File: config.mk
export PLATFORM = sky130hd
export DESIGN_NAME = run_detect_sequencer
export DESIGN_NICKNAME = d
export VERILOG_FILES = /design/src/rtl/run_detect_sequencer.sv
export SDC_FILE = /design/constraint.sdc
export NUM_CORES = 1
export LEC_CHECK = 0
export ABC_AREA = 1
export CELL_PAD_IN_SITES_DETAIL_PLACEMENT = 1
export CELL_PAD_IN_SITES_GLOBAL_PLACEMENT = 2
export CORE_MARGIN = 2
export CORE_UTILIZATION = 34
export DETAILED_ROUTE_END_ITERATION = 10
export HOLD_SLACK_MARGIN = 0.02
export PLACE_DENSITY = 0.8
export SLEW_MARGIN = 20
export SYNTH_ARGS = -nofsm -noshare
export SYNTH_HDL_FRONTEND = slang
export SYNTH_SLANG_ARGS = --single-unit
File: constraint.sdc
create_clock -name clk -period 2.75 [get_ports clk]
set_input_delay 0.4125 -clock clk [delete_from_list [all_inputs] [get_ports clk]]
set_output_delay 0.4125 -clock clk [all_outputs]
set_load 0.03 [all_outputs]
File: src/rtl/run_detect_sequencer.sv
// Stimulus sequencer for a serial 4-run detector.
// Replays a latched pattern MSB-first at one bit per tick and counts detector hits.
module run_detect_sequencer #(
    parameter int DIV_COUNT = 125000000,
    parameter int PAT_W     = 16,
    parameter int CNT_W     = 8
) (
    input  logic             clk,
    input  logic             reset,
    input  logic             start,
    input  logic             abort,
    input  logic [PAT_W-1:0] pattern,
    input  logic [CNT_W-1:0] rep_count,
    input  logic             det_out,
    output logic             det_in,
    output logic             det_ce,
    output logic             det_rst,
    output logic             busy,
    output logic             done,
    output logic [CNT_W-1:0] hit_count
);

    localparam int DW = (DIV_COUNT > 2) ? $clog2(DIV_COUNT) : 1;
    localparam int IW = (PAT_W > 1) ? $clog2(PAT_W) : 1;

    typedef enum logic [2:0] {
        IDLE,
        CLEAR,
        SHIFT,
        DRAIN,
        DONE
    } state_t;

    state_t           state;
    logic [DW-1:0]    div_cnt;
    logic [PAT_W-1:0] pat_q;
    logic [PAT_W-1:0] sh_q;
    logic [CNT_W-1:0] reps_q;
    logic [CNT_W-1:0] rep_idx;
    logic [IW-1:0]    idx;
    logic             prev_out;
    logic             tick;
    logic             last_bit;
    logic             last_rep;
    logic             rise;

    assign tick     = (div_cnt == DW'(DIV_COUNT - 1));
    assign det_ce   = tick & busy;
    assign last_bit = (idx == IW'(PAT_W - 1));
    assign last_rep = (rep_idx == reps_q - CNT_W'(1));
    assign rise     = det_out & ~prev_out & (hit_count != {CNT_W{1'b1}});

    always_ff @(posedge clk or negedge reset) begin
        if (!reset) begin
            state     <= IDLE;
            div_cnt   <= '0;
            pat_q     <= '0;
            sh_q      <= '0;
            reps_q    <= '0;
            rep_idx   <= '0;
            idx       <= '0;
            prev_out  <= 1'b0;
            det_in    <= 1'b0;
            det_rst   <= 1'b0;
            busy      <= 1'b0;
            done      <= 1'b0;
            hit_count <= '0;
        end else begin
            done <= 1'b0;
            if (state == IDLE || tick) begin
                div_cnt <= '0;
            end else begin
                div_cnt <= div_cnt + DW'(1);
            end
            // abort wins over a coincident tick: no sample, no done
            if (state != IDLE && abort) begin
                state   <= IDLE;
                busy    <= 1'b0;
                div_cnt <= '0;
                det_in  <= 1'b0;
                det_rst <= 1'b0;
            end else begin
                unique case (state)
                    IDLE: begin
                        if (start) begin
                            pat_q     <= pattern;
                            reps_q    <= (rep_count == '0) ? CNT_W'(1) : rep_count;
                            hit_count <= '0;
                            idx       <= '0;
                            rep_idx   <= '0;
                            prev_out  <= 1'b0;
                            state     <= CLEAR;
                            busy      <= 1'b1;
                            det_rst   <= 1'b1;
                            det_in    <= 1'b0;
                        end
                    end
                    CLEAR: begin
                        if (tick) begin
                            state   <= SHIFT;
                            det_rst <= 1'b0;
                            det_in  <= pat_q[PAT_W-1];
                            sh_q    <= pat_q << 1;
                        end
                    end
                    SHIFT: begin
                        if (tick) begin
                            if (rise) hit_count <= hit_count + CNT_W'(1);
                            prev_out <= det_out;
                            if (!last_bit) begin
                                idx    <= idx + IW'(1);
                                det_in <= sh_q[PAT_W-1];
                                sh_q   <= sh_q << 1;
                            end else if (!last_rep) begin
                                idx     <= '0;
                                rep_idx <= rep_idx + CNT_W'(1);
                                det_in  <= pat_q[PAT_W-1];
                                sh_q    <= pat_q << 1;
                            end else begin
                                idx    <= '0;
                                state  <= DRAIN;
                                det_in <= 1'b0;
                            end
                        end
                    end
                    DRAIN: begin
                        if (tick) begin
                            if (rise) hit_count <= hit_count + CNT_W'(1);
                            prev_out <= det_out;
                            state    <= DONE;
                            done     <= 1'b1;
                        end
                    end
                    DONE: begin
                        state   <= IDLE;
                        busy    <= 1'b0;
                        div_cnt <= '0;
                    end
                    default: state <= IDLE;
                endcase
            end
        end
    end

endmodule

==> run_results.csv <==
group,metric,value,unit
floorplanning,initial_core_util,35.16,%
clock_network,cts_buffers,9,
grt,grt_max_degree,47,
detailed_routing,drt_first_pass_iters,4,
cells_and_area,layout_commonest_cell,"nand2_1",
floorplanning,dieWidth,129.8,um
setup_path,required,2340,ps
logic_synthesis,yosysTopAreaCell,"dfrtp_1",
timing,hold_violations,0,
floorplanning,rows,45,
detailed_routing,routedWlPerCell,14.51,um
grt,grt_pass1_vias,5065,
cells_and_area,drive_gt1_share,8.763,%
timing,maxSlewViolCount,0,
detailed_routing,routed_wl,14320,um
cells_and_area,utilization,41.59,%
timing,min_period,2561,ps
power,p_leak,3.012,nW
cells_and_area,area_growth,18.29,%
setup_path,cp_max_fo,5,
cells_and_area,fill_cells,1960,
setup_path,crit_slowest_cell,"dfrtp_1",
grt,globalRouteOverflowTotal,0,
logic_synthesis,syn_inst,726,
grt,antenna_found_initial,0,
power,p_per_area,856.2,nW/um^2
floorplanning,die_y,129.8,um
clock_network,path_clk_slew,70,ps
clock_network,clock_latency,360,ps
logic_synthesis,ys_types,36,
cells_and_area,layout_common_cells,"252 x nand2_1, 94 x dfrtp_1, 73 x nor2_1, 68 x inv_1, 58 x nand3_1",
detailed_routing,drt_iter0_markers,225,
timing,rsz0062_at_grt,"no",
clock_network,cts_setup_buffers,0,
placement,place_inst,970,
floorplanning,die_area,16860,um^2
setup_path,cpPeakStageDelay,420,ps
placement,place_congestion,0.9076,
clock_network,cts.sinks,94,
grt,grt_usage,18.66,%
placement,dp_hpwl,10630,um
placement,io_buffers,41,
timing,finalClockSkew,12.17,ps
logic_synthesis,synth_top_area_share,43.69,%
detailed_routing,final_antenna_net_count,0,
cells_and_area,instances_no_fill,987,
setup_path,crit_path_start_kind,"flop",
logic_synthesis,netlist_area,5384,um^2
setup_path,path_class,"reg2out",
setup_path,crit_arrival,2150,ps
logic_synthesis,netlist_top_cells_area,"dfrtp_1 44%, nand2_1 18%, nand3_1 5.5%",
clock_network,cts_htree_levels,3,
status,status,"finished, final reports clean",
cells_and_area,final_nets,805,
logic_synthesis,syn_area_per_cell,7.416,um^2
logic_synthesis,yosys_warnings,0,
timing,max-slew-margin-rel,50.14,%
floorplanning,io_pins,42,
timing,period_share,93.11,%
detailed_routing,vias_per_cell,4.831,
cells_and_area,design_area,6369,um^2
timing,setup_tns,0,ps
run,maxCapViolations,0,
clock_network,cts_tree,"done",
setup_path,critPathCaptureType,"output pin",
clock_network,cts_buffer_depth,2,
worst_hold_path,hold_class,"reg2reg",
detailed_routing,vias,4768,
timing,setup_viol,0,
power,peakVddDrop,0.0003446,V
grt,grt_pass1_wl,24870,um
cells_and_area,diodes,0,
detailed_routing,drc_errors,0,
logic_synthesis,synth_seq_area_share,43.69,%
clock_network,root_buffer,"clkbuf_16",
logic_synthesis,synth_seq_cells,94,
timing,max_freq,0.3905,GHz
timing,tightest_slew,747.1,ps
placement,placed_cell_area,6032,um^2
setup_path,crit_chain,"ha_1 -> nor3b_1 -> nand3_2 -> nor2_1 -> dlygate4sd2_1",
logic_synthesis,synth_nets,760,
floorplanning,core,15310,um^2
==> timing repair <==
item                       4_1_cts  5_1_grt
setup endpoints to repair        1        1
hold buffers                     1        0
hold endpoints to repair        26        0
gates resized for setup          1        1
==> area by class of cell <==
cell class / count / area, um^2 / share of cell area [%]
clock buffers: 10 / 229.0 / 3.595
inverters: 77 / 289.0 / 4.538
repair buffers: 47 / 466.7 / 7.328
flip-flops and latches: 94 / 2352 / 36.94
clock inverters: 6 / 93.84 / 1.473
multi-input cells: 542 / 2674 / 41.98
well taps: 211 / 264.0 / 4.145
==> Yosys cell counts <==
cell / count
ha_1: 5
a211oi_1: 3
nor3_2: 5
nand4_1: 18
nand3_4: 2
o211ai_2: 1
a21oi_4: 1
buf_6: 2
nor2_4: 4
nor4_1: 4
buf_4: 2
xor2_1: 13
nand3b_1: 1
nor2_1: 74
a22oi_1: 1
nand3b_4: 1
nand2_4: 2
dfrtp_1: 94
nand2_1: 252
a21oi_1: 14
o21ai_1: 2
o21a_1: 2
or2_2: 2
nand2_2: 8
nor2_8: 4
nor3b_1: 3
clkbuf_1: 5
nor2_2: 6
nor3_1: 22
inv_2: 9
o211ai_1: 1
buf_2: 4
inv_1: 68
o21ai_0: 27
xnor2_1: 5
nand3_1: 59
==> metrics by stage <==
| stage | setup WS [ps] | hold slack (ps) | total power [W] |
|---|---|---|---|
| after floorplan | 815.6 | 116.9 | 0.003472 |
| after global placement | 347.9 | 374.5 | 0.004038 |
| after detailed placement | 236.5 | 377.2 | 0.004115 |
| after CTS | 122.6 | 478.6 | 0.005547 |
| after global routing | 34.17 | 499.5 | 0.005917 |
| final | 189.5 | 474.3 | 0.005453 |
==> sequential cells by signal, summed over array words and instances, names as in the netlist <==
name	count
done	1
div_cnt	27
state	3
prev_out	1
sh_q	15
idx	4
hit_count	8
pat_q	16
reps_q	8
det_rst	1
busy	1
rep_idx	8
det_in	1
==> per-layer routing <==
layer / up-vias / wire length [um] / GRT usage, %
li1: 2411 / - / -
met2: 50 / 6685 / 30.71
met4: 0 / 272 / 7.147
met5: - / 0 / 0
met1: 2289 / 7086 / 24.97
met3: 18 / 274 / 2.665
==> where the power goes <==
group / switching (W) / internal [W] / total, W
clock: 0.000596 / 0.000807 / 0.00140
combinational: 0.00144 / 0.000684 / 0.00212
sequential: 0.000262 / 0.00167 / 0.00193
==> worst paths after layout <==
kind | cells after the start | endpoint | from | slack [ps]
max | 5 | det_ce | div_cnt[0] | 190
min | 2 | pat_q[3] | pat_q[3] | 470
max reg2reg | 14 | sh_q[9] | reps_q[0] | 450
min reg2reg | 2 | pat_q[3] | pat_q[3] | 470
max in group asynchronous | 3 | det_in | reset | 1560
min in group asynchronous | 2 | div_cnt[25] | reset | 530
==> kinds of logic (layout without fill, tap and decap cells) <==
group | count (synthesis) | after routing | share of synthesized area (%)
simple gates | 467 | 467 | 39.93
flops | 94 | 94 | 43.69
buf+inv | 90 | 140 | 6.786
compound gates | 52 | 52 | 5.508
xor+xnor | 18 | 18 | 2.928
fa+ha+maj | 5 | 5 | 1.162
==> worst max-delay path, delay by kind of cell (launching register included) <==
kind | cells | cell delay, ps
AND/OR/NAND/NOR | 3 | 730
flip-flops | 1 | 420
buffers and inverters | 1 | 400
adder cells (fa/ha/maj) | 1 | 240
Note: power is estimated with default switching activity, not from simulation.
